### src/rtl/oled_frame_arbiter.sv
// oled_frame_arbiter: shares the 96x64 OLED pixel stream between requesters.
// Tracks pixel coordinates incrementally from the driver's sample strobes,
// cross-checks them against pixel_index, and grants display ownership
// round-robin, switching owners only at frame boundaries.
module oled_frame_arbiter #(
  parameter int unsigned N_REQ       = 4,
  parameter int unsigned WIDTH       = 96,
  parameter int unsigned HEIGHT      = 64,
  parameter int unsigned HOLD_FRAMES = 8
) (
  input  logic                 clk,
  input  logic                 rst_n,
  input  logic                 frame_begin,
  input  logic                 sample_pixel,
  input  logic [12:0]          pixel_index,
  input  logic [N_REQ-1:0]     req,
  input  logic [16*N_REQ-1:0]  color_in,
  output logic [15:0]          pixel_data,
  output logic [7:0]           pos_x,
  output logic [6:0]           pos_y,
  output logic [N_REQ-1:0]     grant,
  output logic                 frame_done,
  output logic                 sync_err
);

  typedef enum logic {
    IDLE  = 1'b0,
    OWNED = 1'b1
  } state_t;

  // Coordinate tracking
  logic [7:0]  x_q, x_d;
  logic [6:0]  y_q, y_d;
  logic [12:0] idx_q, idx_d;
  logic        done_q, done_d;
  logic        err_q, err_d;

  // Arbiter
  state_t      state_q, state_d;
  logic [1:0]  owner_q, owner_d;
  logic [1:0]  last_q, last_d;
  logic [7:0]  hold_q, hold_d;

  logic [1:0]       scan_base;
  logic [1:0]       scan_pick;
  logic             scan_found;
  logic [N_REQ-1:0] owner_vec;
  logic             owner_req;
  logic             other_req;
  logic             rearb;

  // Next-state for the x/y/idx counters, frame_done pulse and sticky sync flag
  always_comb begin
    x_d    = x_q;
    y_d    = y_q;
    idx_d  = idx_q;
    done_d = 1'b0;
    err_d  = err_q;
    if (frame_begin) begin
      // frame_begin overrides a coincident sample: no increment, no check
      x_d   = '0;
      y_d   = '0;
      idx_d = '0;
    end else if (sample_pixel) begin
      if (pixel_index != idx_q) begin
        err_d = 1'b1;
      end
      if (x_q == 8'(WIDTH - 1)) begin
        x_d = '0;
        if (y_q == 7'(HEIGHT - 1)) begin
          y_d    = '0;
          idx_d  = '0;
          done_d = 1'b1;
        end else begin
          y_d   = y_q + 7'd1;
          idx_d = idx_q + 13'd1;
        end
      end else begin
        x_d   = x_q + 8'd1;
        idx_d = idx_q + 13'd1;
      end
    end
  end

  // Counter and flag registers
  always_ff @(posedge clk or negedge rst_n) begin
    if (!rst_n) begin
      x_q    <= '0;
      y_q    <= '0;
      idx_q  <= '0;
      done_q <= 1'b0;
      err_q  <= 1'b0;
    end else begin
      x_q    <= x_d;
      y_q    <= y_d;
      idx_q  <= idx_d;
      done_q <= done_d;
      err_q  <= err_d;
    end
  end

  // One-hot owner vector and owner/other request status
  always_comb begin
    owner_vec = '0;
    owner_req = 1'b0;
    for (int unsigned i = 0; i < N_REQ; i++) begin
      if (owner_q == 2'(i)) begin
        owner_vec[i] = 1'b1;
        owner_req    = req[i];
      end
    end
    other_req = |(req & ~owner_vec);
  end

  // Round-robin scan: first set request strictly after scan_base, wrapping
  // around; two ascending passes avoid a variable modulo index
  always_comb begin
    scan_base  = (state_q == OWNED) ? owner_q : last_q;
    scan_found = 1'b0;
    scan_pick  = '0;
    for (int unsigned i = 0; i < N_REQ; i++) begin
      if (!scan_found && req[i] && (i > 32'(scan_base))) begin
        scan_found = 1'b1;
        scan_pick  = 2'(i);
      end
    end
    for (int unsigned i = 0; i < N_REQ; i++) begin
      if (!scan_found && req[i] && (i <= 32'(scan_base))) begin
        scan_found = 1'b1;
        scan_pick  = 2'(i);
      end
    end
  end

  // Arbiter next-state: decisions are taken only on frame_begin
  always_comb begin
    state_d = state_q;
    owner_d = owner_q;
    last_d  = last_q;
    hold_d  = hold_q;
    rearb   = !owner_req || ((hold_q >= 8'(HOLD_FRAMES)) && other_req);
    if (frame_begin) begin
      case (state_q)
        IDLE: begin
          if (scan_found) begin
            state_d = OWNED;
            owner_d = scan_pick;
            last_d  = scan_pick;
            hold_d  = 8'd1;
          end
        end
        OWNED: begin
          if (rearb) begin
            if (scan_found) begin
              owner_d = scan_pick;
              last_d  = scan_pick;
              hold_d  = 8'd1;
            end else begin
              state_d = IDLE;
            end
          end else if (hold_q != 8'hFF) begin
            hold_d = hold_q + 8'd1;
          end
        end
        default: state_d = IDLE;
      endcase
    end
  end

  // Arbiter state register
  always_ff @(posedge clk or negedge rst_n) begin
    if (!rst_n) begin
      state_q <= IDLE;
      owner_q <= '0;
      last_q  <= 2'(N_REQ - 1);
      hold_q  <= '0;
    end else begin
      state_q <= state_d;
      owner_q <= owner_d;
      last_q  <= last_d;
      hold_q  <= hold_d;
    end
  end

  // Output mux: owner's colour and grant, black and no grant when idle
  always_comb begin
    pixel_data = '0;
    grant      = '0;
    if (state_q == OWNED) begin
      grant = owner_vec;
      for (int unsigned i = 0; i < N_REQ; i++) begin
        if (owner_q == 2'(i)) begin
          pixel_data = color_in[16*i +: 16];
        end
      end
    end
  end

  assign pos_x      = x_q;
  assign pos_y      = y_q;
  assign frame_done = done_q;
  assign sync_err   = err_q;

endmodule

### config.mk
export PLATFORM = sky130hd
export DESIGN_NAME = oled_frame_arbiter
export DESIGN_NICKNAME = d
export VERILOG_FILES = /design/src/rtl/oled_frame_arbiter.sv
export SDC_FILE = /design/constraint.sdc
export NUM_CORES = 1
export LEC_CHECK = 0
export BUFFER_PORTS_ARGS = -buffer_cell sky130_fd_sc_hd__buf_2
export CAP_MARGIN = 20
export CELL_PAD_IN_SITES_DETAIL_PLACEMENT = 0
export CELL_PAD_IN_SITES_GLOBAL_PLACEMENT = 1
export CORE_ASPECT_RATIO = 0.6
export CORE_MARGIN = 2
export CORE_UTILIZATION = 39
export CTS_CLUSTER_DIAMETER = 40
export DETAILED_ROUTE_END_ITERATION = 12
export PLACE_DENSITY_LB_ADDON = 0.1
export SLEW_MARGIN = 0
export SYNTH_ARGS = -nofsm -noshare
export SYNTH_HDL_FRONTEND = slang
export SYNTH_SLANG_ARGS = --single-unit
### constraint.sdc
create_clock -name clk -period 3.38 [get_ports clk]
set_clock_uncertainty 0.15 [all_clocks]
set_input_delay 0.169 -clock clk [delete_from_list [all_inputs] [get_ports clk]]
set_output_delay 0.169 -clock clk [all_outputs]
set_load 0.02 [all_outputs]
==> flow_metrics.tcl, run 1 <==
set metrics [dict create \
    power.internal_mw 1.29 \
    post_cts_setup_buffers 0 \
    final_number_of_max_transition_violations 0 \
    worst_ep_arrival_time_ns 2.59 \
    design.final.nets 529 \
    cts_max_path_buffers 2 \
    cts_max_level 2 \
    post_synth_mux_area_share_pct 15.1 \
    post_synth_num_cell_types 56 \
    routedWlPerCell_um 14.9 \
    globalRouteOverflowTotal 0 \
    design_power_total_mw 2.02 \
    drv_cap 0 \
    ctsRootBufferMaster "sky130_fd_sc_hd__clkbuf_16" \
    p_comb_share_pct 44.2 \
    top_usage_layer "met2" \
    max_slew_margin_pct 50.7 \
    worst-r2r-cell-count 6 \
    switching_share_pct 36.3 \
    coreArea_mm2 0.00779 \
    achievable-frequency_ghz 0.394 \
    preCtsSetupSlack_ns 0.837 \
    post_synth_inst_count 323 \
    final-setup-viol-count 0 \
    fp.dieH_um 72.9 \
    cellPowerDensity_mw_per_mm2 512 \
    antenna_cells 0 \
    gpl.final_weighted_congestion 0.814 \
    place_inst 538 \
    compound_cell_area_share_of_the_yosys_netlist_pct 15.2 \
    globalRouteMet1Util_pct 28.0 \
    drive_above_1_share_pct 36.8 \
    fin_area_mm2 0.00394 \
    run_status "finished clean" \
    initial_utilization_pct 39.6 \
    route.antenna.remaining_nets 0 \
    ys_warn_count 0 \
    num_io_pins 122 \
    route.detailed.vias_per_inst 5.31 \
    whs_path_depth 3 \
    post-route-drc-count 0 \
    period_minus_slack_ns 2.54 \
    flow.area_growth_from_synthesis_pct 27.7 \
    synth_simple_gate_area_share_pct 23.3 \
    port-buffer-count 121 \
    track_usage_pct 18.8 \
    synth_top_flop_cell "sky130_fd_sc_hd__dfrtp_1" \
    timing.critical_path.to_type "register" \
    cp-start-kind "register" \
    finalWorstSetupSlack_ns 0.844 \
    rsz_0062_raised_after_global_routing "no" \
    worstSetupPathType "reg -> reg" \
    holdWs_ns 0.111 \
    endpoint_of_the_most_critical_register_to_register_path "last_q[1]" \
    ys_async_sr_fraction_pct 100 \
    yosys.area_share.adder_pct 2.03 \
    core_rows 25 \
    synth_fp_nets 413 \
    tritoncts "built" \
    ff2ff_setup_slack_ns 0.84 \
    power_switching_uw 732 \
    finish.utilization_pct 50.6 \
    timing.hold.worst.class "in -> reg" \
    whs_endpoint "frame_done" \
    dominant_combinational_cell_family_by_area_after_synthesis "simple AND/OR/NAND/NOR gates" \
    finish.cell_count_without_fillers 548 \
    worst_vdd_rail_ir_drop_mv 0.224 \
    postSynthRegisterBits 43 \
    drt_iter0_drc 164 \
    grt_antenna_before_repair 0 \
    ys_seq_area_share_pct 34.9 \
    hold_start "sample_pixel" \
    clock_sinks 43 \
    dieArea_mm2 0.00867 \
    clk-insertion-delay-late_ns 0.28 \
    grtUsageMet2_pct 28.1 \
    hold_viol 0 \
    synth-xor-area-share_pct 5.67 \
    drt_pass1_iterations 4 \
    clk_pin_slew_worst_paths_ns 0.06 \
    drt_wl_total_um 8140 \
    post_dp_cell_area_mm2 0.00377 \
    edff_count_synth 0 \
    floorplan.die.width_um 119 \
    final.setup.tns_ns 0 \
    globalRouteMet3Util_pct 4.22 \
    grt_first_pass_wirelength_um 13000 \
    grt_start_max_net_pins 44 \
    leakage_nw 1.82 \
    post-dp-hpwl_um 6210 \
    numCtsBuffers 5 \
    vias 2908 \
    final_min_period_over_clock_period_pct 75.0 \
    cp_max_fo 17 \
    p_clk_share_pct 23.3 \
    crit-reg2reg-launch "owner_q[0]" \
    timing_worst_slew_pin_value_ns 0.740 \
    syn-cell-area_mm2 0.00309 \
    number_of_global_route_vias_before_repair 2635 \
    crit_required_ns 3.44 \
    mean_syn_cell_area_um2 9.56 \
    pwr-share-seq_pct 32.5 \
]
-- how the worst max path moves through the flow --
stage	startpoint	cells after the start	slack [ns]	endpoint
finish	owner_q[0]	6	0.84	last_q[1]
global route	owner_q[0]	6	0.55	last_q[1]
CTS	owner_q[0]	6	0.82	last_q[1]
detailed placement	owner_q[0]	6	0.84	last_q[1]
global placement	owner_q[0]	6	0.91	last_q[1]
floorplan	owner_q[0]	5	1.21	owner_q[1]
-- timing repair --
action	CTS	global route
hold buffers	1	0
endpoints found under the hold margin	41	0
gates resized for setup	0	0
-- cell usage after synthesis, drive strengths merged (2+ instances only) --
library cell,number,share of area [%]
mux2i,3,0.97
mux4,17,13
nor3b,4,0.97
dfstp,2,1.7
a2bb2oi,2,0.77
nor2b,6,1.2
and2,19,3.8
nand4,9,1.8
xnor2,10,2.8
mux2,4,1.6
a22o,3,0.85
a31oi,10,2.0
buf,4,1.1
a21oi,13,2.2
o21bai,2,0.49
xor2,10,2.8
inv,8,0.97
nor4,4,0.81
a21o,3,0.73
nand2b,4,0.81
ha,5,2.0
nor2,25,3.1
o21ai,23,3.7
nand2,18,2.2
a41oi,5,1.4
dfrtp,41,33
and3,5,1.0
o211ai,3,0.73
nor3,14,2.3
nand3,14,2.3
or3,3,0.61
clkbuf,14,1.7
-- cells in the final DEF (no fill, tap or decap), drive strengths merged, types with 2 or more instances in the layout --
cell type | synthesis | final
o21bai | 2 | 2
mux2i | 3 | 3
a21o | 3 | 3
dfstp | 2 | 2
nor4 | 4 | 4
inv | 8 | 8
mux2 | 4 | 4
o21ai | 23 | 23
clkbuf | 14 | 6
nor2 | 25 | 25
a21oi | 13 | 13
nor3b | 4 | 4
a2bb2oi | 2 | 2
xor2 | 10 | 10
mux4 | 17 | 17
buf | 4 | 126
a22o | 3 | 3
dfrtp | 41 | 41
ha | 5 | 5
nand3 | 14 | 14
a31oi | 10 | 10
nand4 | 9 | 9
nand2b | 4 | 4
nor3 | 14 | 14
nand2 | 18 | 18
nor2b | 6 | 6
and3 | 5 | 5
o211ai | 3 | 3
xnor2 | 10 | 10
or3 | 3 | 3
and2 | 19 | 19
a41oi | 5 | 5
-- power groups by stage --
stage / logic (mW) / clock network (mW) / registers (mW)
floorplan: 0.702 / 0 / 0.623
global placement: 0.892 / 0 / 0.663
detailed placement: 0.902 / 0 / 0.664
CTS: 0.907 / 0.485 / 0.655
global route: 0.984 / 0.509 / 0.670
finish: 0.892 / 0.471 / 0.655
-- final cells by class --
class	instances	area (um^2)
multi-input cells	254	1890
flip-flops and latches	43	1080
clock inverters	2	12.5
clock buffers	6	129
repair buffers	127	666
fillers	765	3850
inverters	8	30.0
well taps	108	135
-- kinds of logic (layout without fill, tap and decap cells) --
| group | after synthesis | in the layout |
|---|---|---|
| muxes | 24 | 24 |
| and+or+nand+nor | 133 | 133 |
| xor gates and xnor gates | 20 | 20 |
| AOI/OAI and AO/OA | 72 | 72 |
| adders and majority gates | 5 | 5 |
| buffers and inverters | 26 | 143 |
| DFF | 43 | 43 |
-- critical path: stages (launching register included) --
cell and delay (ns):
sky130_fd_sc_hd__dfrtp_1 0.43, sky130_fd_sc_hd__buf_4 0.34, sky130_fd_sc_hd__inv_1 0.13, sky130_fd_sc_hd__a32oi_1 0.40, sky130_fd_sc_hd__a21oi_2 0.13, sky130_fd_sc_hd__nor2_2 0.48, sky130_fd_sc_hd__mux2_2 0.40
-- sequential cells by signal (all words and copies together) (netlist names) --
name and flops:
frame_done 1, hold_q 8, idx_q 13, last_q 2
owner_q 2, pos_x 8, pos_y 7, state_q 1
sync_err 1
-- routing by layer --
metal  up-vias  part of all wire [%]
met4         0                  0.84
met3         7                   5.7
met2        85                    44
met1      1377                    49
li1       1439                     -
met5         -                     0
Note: power is estimated with default switching activity, not from simulation.
==> inputs of run 2 (changes only) <==
ABC_AREA = 1   (was default)
CORE_UTILIZATION = 34   (was 39)
clock period = 2.6 ns   (was 3.38 ns; I/O delays follow)
==> flow_metrics.tcl, run 2 <==
set metrics [dict create \
    antenna_cells 0 \
    grt_first_pass_wirelength_um 14800 \
    initial_utilization_pct 34.5 \
    leakage_nw 2.05 \
    ys_seq_area_share_pct 34.5 \
    ys_warn_count 0 \
    achievable-frequency_ghz 0.445 \
    timing.critical_path.to_type "output pin" \
    drt_wl_total_um 8800 \
    biggest_area_contributors_in_the_synthesized_netlist "sky130_fd_sc_hd__dfrtp_1, sky130_fd_sc_hd__nand2_1, sky130_fd_sc_hd__nand3_1" \
    critPathCapture "pixel_data[8]" \
    port-buffer-count 121 \
    cp_max_fo 15 \
    clock_sinks 43 \
    floorplan.die.width_um 128 \
    layout_common_cells "sky130_fd_sc_hd__buf_2, sky130_fd_sc_hd__nand2_1, sky130_fd_sc_hd__inv_1" \
    route.detailed.vias_per_inst 4.86 \
    yosysMostFrequentCell "sky130_fd_sc_hd__nand2_1" \
    num_io_pins 122 \
    synth.largest_area_cell "sky130_fd_sc_hd__dfrtp_1" \
    mean_syn_cell_area_um2 7.11 \
    clk_pin_slew_worst_paths_ns 0.06 \
    coreArea_mm2 0.00905 \
    numCtsBuffers 5 \
    track_usage_pct 18.1 \
    grt_start_max_net_pins 44 \
    rsz_0062_raised_after_global_routing "no" \
    gpl.final_weighted_congestion 0.820 \
    worst_setup_path_startpoint "owner_q[0]" \
    finish.cell_count_without_fillers 679 \
    edff_count_synth 0 \
    ys_async_sr_fraction_pct 100 \
    cellPowerDensity_mw_per_mm2 715 \
    tritoncts "built" \
    crit_required_ns 2.32 \
    final_min_period_over_clock_period_pct 86.4 \
    route.antenna.remaining_nets 0 \
    netlist_top_cells_count "sky130_fd_sc_hd__nand2_1, sky130_fd_sc_hd__inv_1, sky130_fd_sc_hd__nand3_1" \
    drt_iter0_drc 197 \
    post_synth_inst_count 440 \
    postSynthRegisterBits 43 \
    post-dp-hpwl_um 6830 \
    run_status "finished clean" \
    number_of_global_route_vias_before_repair 3068 \
    multiInputGateArea_mm2 0.00179 \
    fill_cells 965 \
    cp-start-kind "register" \
    registers.top_by_ff_count "idx_q" \
    core_rows 27 \
    dieArea_mm2 0.0100 \
    ff2ff_setup_slack_ns 0.53 \
    final-setup-viol-count 0 \
    synth_fp_nets 530 \
    post_synth_num_cell_types 38 \
    routedWlPerCell_um 13.0 \
    post_cts_setup_buffers 0 \
    ctsRootBufferMaster "sky130_fd_sc_hd__clkbuf_16" \
    globalRouteOverflowTotal 0 \
    place_inst 669 \
    vias 3303 \
    final_number_of_max_transition_violations 0 \
    layout_commonest_cell "sky130_fd_sc_hd__buf_2" \
    synth_top_flop_cell "sky130_fd_sc_hd__dfrtp_1" \
    sequential_cell_area_mm2 0.00108 \
    drive_above_1_share_pct 29.5 \
    crit-reg2reg-launch "owner_q[0]" \
    drt_pass1_iterations 4 \
    design_power_total_mw 2.87 \
    timing.hold.worst.class "in -> reg" \
    worst_ep_arrival_time_ns 1.97 \
    clk-insertion-delay-late_ns 0.29 \
    hold_viol 0 \
    max_slew_margin_pct 66.5 \
    final.setup.tns_ns 0 \
    fp.dieH_um 78.3 \
    worstSetupPathType "reg -> out" \
    drv_cap 0 \
    cts_max_path_buffers 2 \
    period_minus_slack_ns 2.25 \
    post-route-drc-count 0 \
    worst_vdd_rail_ir_drop_mv 0.268 \
    syn-cell-area_mm2 0.00313 \
    timing_worst_slew_pin_value_ns 0.503 \
    design.final.nets 652 \
    grt_antenna_before_repair 0 \
    cts_max_level 2 \
    worst-r2r-cell-count 7 \
    endpoint_of_the_most_critical_register_to_register_path "owner_q[0]" \
    largest_reg_flops 13 \
    flow.area_growth_from_synthesis_pct 28.3 \
    netlist.area_leader.share_pct 32.8 \
]
## run 2: cell count changes in the layout (fill, tap and decap cells not counted), sizes merged, moves of 11 or more
cell / change
mux4: -17
o21ai: +16
nor3: -11
nand2: +100
o22ai: +12
inv: +40
nor2: +20
and2: -18
nand3: +31
## run 2: worst min-delay path by stage
stage | startpoint | endpoint | slack [ns] | cells after the start
6_report | sample_pixel | idx_q[9] | 0.03 | 4
5_1_grt | sample_pixel | idx_q[9] | 0.06 | 4
4_1_cts | sample_pixel | idx_q[9] | 0.03 | 4
3_5_place_dp | rst_n | pos_x[7] | 0.21 | 1
3_3_place_gp | rst_n | pos_x[7] | 0.22 | 1
2_1_floorplan | rst_n | frame_done | -0.32 | 0
## run 2: critical path, stage by stage (launching register included)
cell and delay [ns]:
sky130_fd_sc_hd__dfrtp_1 0.65, sky130_fd_sc_hd__nand2_2 0.32, sky130_fd_sc_hd__nor2_2 0.34, sky130_fd_sc_hd__nand2_1 0.08, sky130_fd_sc_hd__o31ai_1 0.08, sky130_fd_sc_hd__buf_2 0.21
## run 2: repair_timing
action | in CTS | in global routing
setup endpoints to repair | 0 | 7
hold buffers | 1 | 0
endpoints found under the hold margin | 41 | 0
gates resized for setup | 0 | 1
## run 2: cell type report
cell class                      instances  area share [%]
Multi-Input combinational cell        336            44.7
Sequential cell                        43            26.9
Timing Repair Buffer                  127            16.6
Inverter                               49            4.80
Tap cell                              116            3.62
Clock buffer                            7            3.31
Clock inverter                          1           0.125
## run 2: cells by family after synthesis
logic type,share of synthesized area (%)
simple gates,33.3
compound gates,16.4
buf+inv,8.28
flops,34.5
xor+xnor,5.60
fa+ha+maj,2.00
## run 2: through the flow
step,util [%],cell area (um^2),hold slack [ns],worst slack [ns]
CTS,44.1,3990,0.0279,0.200
global placement,42.4,3840,0.218,0.563
floorplan,-,3130,-0.316,0.799
global route,44.3,4010,0.0605,0.106
detailed placement,42.4,3840,0.207,0.512
finish,44.3,4010,0.0306,0.353
## run 2: metal layers
| metal | GRT usage, % | wire, um | vias to the layer above | part of all wire (%) |
|---|---|---|---|---|
| li1 | - | - | 1721 | - |
| met1 | 26.8 | 4630 | 1517 | 53 |
| met2 | 27.3 | 3800 | 57 | 43 |
| met3 | 3.54 | 317 | 8 | 3.6 |
| met4 | 3.74 | 50 | 0 | 0.57 |
| met5 | 0 | 0 | - | 0 |
## run 2: power by group
group / total (mW) / internal (mW) / switching (mW) / leakage, nW
sequential: 0.870 / 0.748 / 0.122 / 0.574
combinational: 1.39 / 0.486 / 0.900 / 1.41
clock: 0.612 / 0.355 / 0.257 / 0.0679
==> inputs of run 3 (changes only) <==
ABC_AREA = 0   (was 1)
CORE_UTILIZATION = 36   (was 34)
==> flow_metrics.tcl, run 3 (synthesis gave the netlist of run 1 again) <==
set metrics [dict create \
    run_status "finished clean" \
    tritoncts "built" \
    clock_sinks 43 \
    design.final.nets 534 \
    core_rows 26 \
    crit_required_ns 2.65 \
    timing.critical_path.to_type "register" \
    dieArea_mm2 0.00936 \
    leakage_nw 1.85 \
    initial_utilization_pct 36.6 \
    final_min_period_over_clock_period_pct 87.7 \
    gpl.final_weighted_congestion 0.786 \
    worstSetupPathType "reg -> reg" \
    worst_vdd_rail_ir_drop_mv 0.377 \
    ctsRootBufferMaster "sky130_fd_sc_hd__clkbuf_16" \
    track_usage_pct 18.2 \
    cp-start-kind "register" \
    power.internal_mw 1.77 \
    timing.hold.worst.class "in -> reg" \
    drt_pass1_iterations 4 \
    critical_path.cell_chain "mux4_1 -> nand2_1 -> a21oi_2 -> nor2_2 -> mux2_2" \
    post_cts_setup_buffers 0 \
    p_clk_share_pct 25.5 \
    rsz_0062_raised_after_global_routing "no" \
    period_minus_slack_ns 2.28 \
    coreArea_mm2 0.00843 \
    max_slew_margin_pct 52.1 \
    power_switching_uw 953 \
    crit-reg2reg-launch "owner_q[1]" \
    clk_pin_slew_worst_paths_ns 0.06 \
    drive_above_1_share_pct 37.4 \
    drt_iter0_drc 155 \
    fp.dieH_um 75.7 \
    flow.area_growth_from_synthesis_pct 29.2 \
    clk-insertion-delay-late_ns 0.28 \
    grt_start_max_net_pins 28 \
    hold_fix_buffers_cts 1 \
    hold_viol 0 \
    vias 2961 \
    cts_max_level 2 \
    final-setup-viol-count 0 \
    timing_worst_slew_pin_value_ns 0.709 \
    routedWlPerCell_um 15.2 \
    largest_reg_flops 13 \
    final_number_of_max_transition_violations 0 \
    num_io_pins 122 \
    fill_cells 850 \
    registers.top_by_ff_count "idx_q" \
    worst_path_largest_cell_delay_ns 0.59 \
    post-route-drc-count 0 \
    floorplan.die.width_um 124 \
    worstPathBufferInverterCount 0 \
    timing.critical_path.slowest_stage_cell "sky130_fd_sc_hd__mux4_1" \
    number_of_global_route_vias_before_repair 2719 \
    cp_max_fo 11 \
    holdWs_ns 0.0628 \
    cts_max_path_buffers 2 \
    pwr-share-seq_pct 30.9 \
    cts_resized 0 \
    critical_path.top_delay_family "multiplexers" \
    grt_first_pass_wirelength_um 13300 \
    route.detailed.vias_per_inst 5.33 \
    achievable-frequency_ghz 0.439 \
    cellPowerDensity_mw_per_mm2 683 \
    worst_setup_path_startpoint "owner_q[1]" \
    globalRouteOverflowTotal 0 \
    post-dp-hpwl_um 6520 \
    grt_antenna_before_repair 0 \
    p_comb_share_pct 43.7 \
    switching_share_pct 35.0 \
    drt_wl_total_um 8470 \
    port-buffer-count 121 \
    route.antenna.remaining_nets 0 \
    antenna_cells 0 \
    final.setup.tns_ns 0 \
    numCtsBuffers 5 \
    worst_ep_arrival_time_ns 2.33 \
    drv_cap 0 \
    layout_commonest_cell "sky130_fd_sc_hd__buf_2" \
    hold_start "sample_pixel" \
    layout_common_cells "sky130_fd_sc_hd__buf_2, sky130_fd_sc_hd__dfrtp_1, sky130_fd_sc_hd__nor2_1" \
]
-- run 3: worst reg2reg max path: cells and delay by family, from the launching register on --
kind | cells | cell delay, ns
mux | 2 | 0.99
simple gates | 2 | 0.57
flops | 1 | 0.44
compound gates | 1 | 0.06
-- run 3: routing by layer --
layer | up-vias | wire length (um) | track usage (%)
li1 | 1441 | - | -
met1 | 1408 | 4070 | 25.8
met2 | 108 | 3830 | 29.2
met3 | 4 | 533 | 4.34
met4 | 0 | 26 | 2.27
met5 | - | 0 | 0
-- run 3: final cells by class --
class | instances | area [um^2] | area share [%]
clock inverters | 1 | 30.0 | 0.753
clock buffers | 6 | 129 | 3.23
well taps | 112 | 140 | 3.51
multi-input cells | 254 | 1890 | 47.4
repair buffers | 132 | 691 | 17.3
flip-flops and latches | 43 | 1080 | 27.0
inverters | 8 | 30.0 | 0.753
-- run 3: path summary, 6_finish.rpt --
path | end | slack, ns | cells after the start
max | last_q[1] | 0.32 | 5
min | frame_done | 0.06 | 3
max reg2reg | last_q[1] | 0.32 | 5
min reg2reg | sync_err | 0.32 | 1
max in group asynchronous | last_q[0] | 1.41 | 3
min in group asynchronous | idx_q[9] | 0.25 | 2
-- run 3: per-stage QoR --
step / util (%) / cells / setup WS [ns] / area (um^2) / total power [mW]
3_5_place_dp: 45.4 / 548 / 0.334 / 3820 / 2.05
2_1_floorplan: - / 323 / 0.434 / 3090 / 1.72
3_3_place_gp: 45.4 / 548 / 0.385 / 3820 / 2.04
5_1_grt: 47.4 / 556 / 0.212 / 3990 / 2.90
6_report: 47.4 / 556 / 0.320 / 3990 / 2.73
4_1_cts: 47.4 / 556 / 0.326 / 3990 / 2.76
-- run 3: power groups by stage --
stage | Combinational, mW | Sequential, mW | Clock (mW)
after global routing | 1.31 | 0.853 | 0.739
after CTS | 1.21 | 0.839 | 0.714
after detailed placement | 1.20 | 0.850 | 0
after global placement | 1.19 | 0.850 | 0
final | 1.19 | 0.842 | 0.694
after floorplan | 0.913 | 0.810 | 0
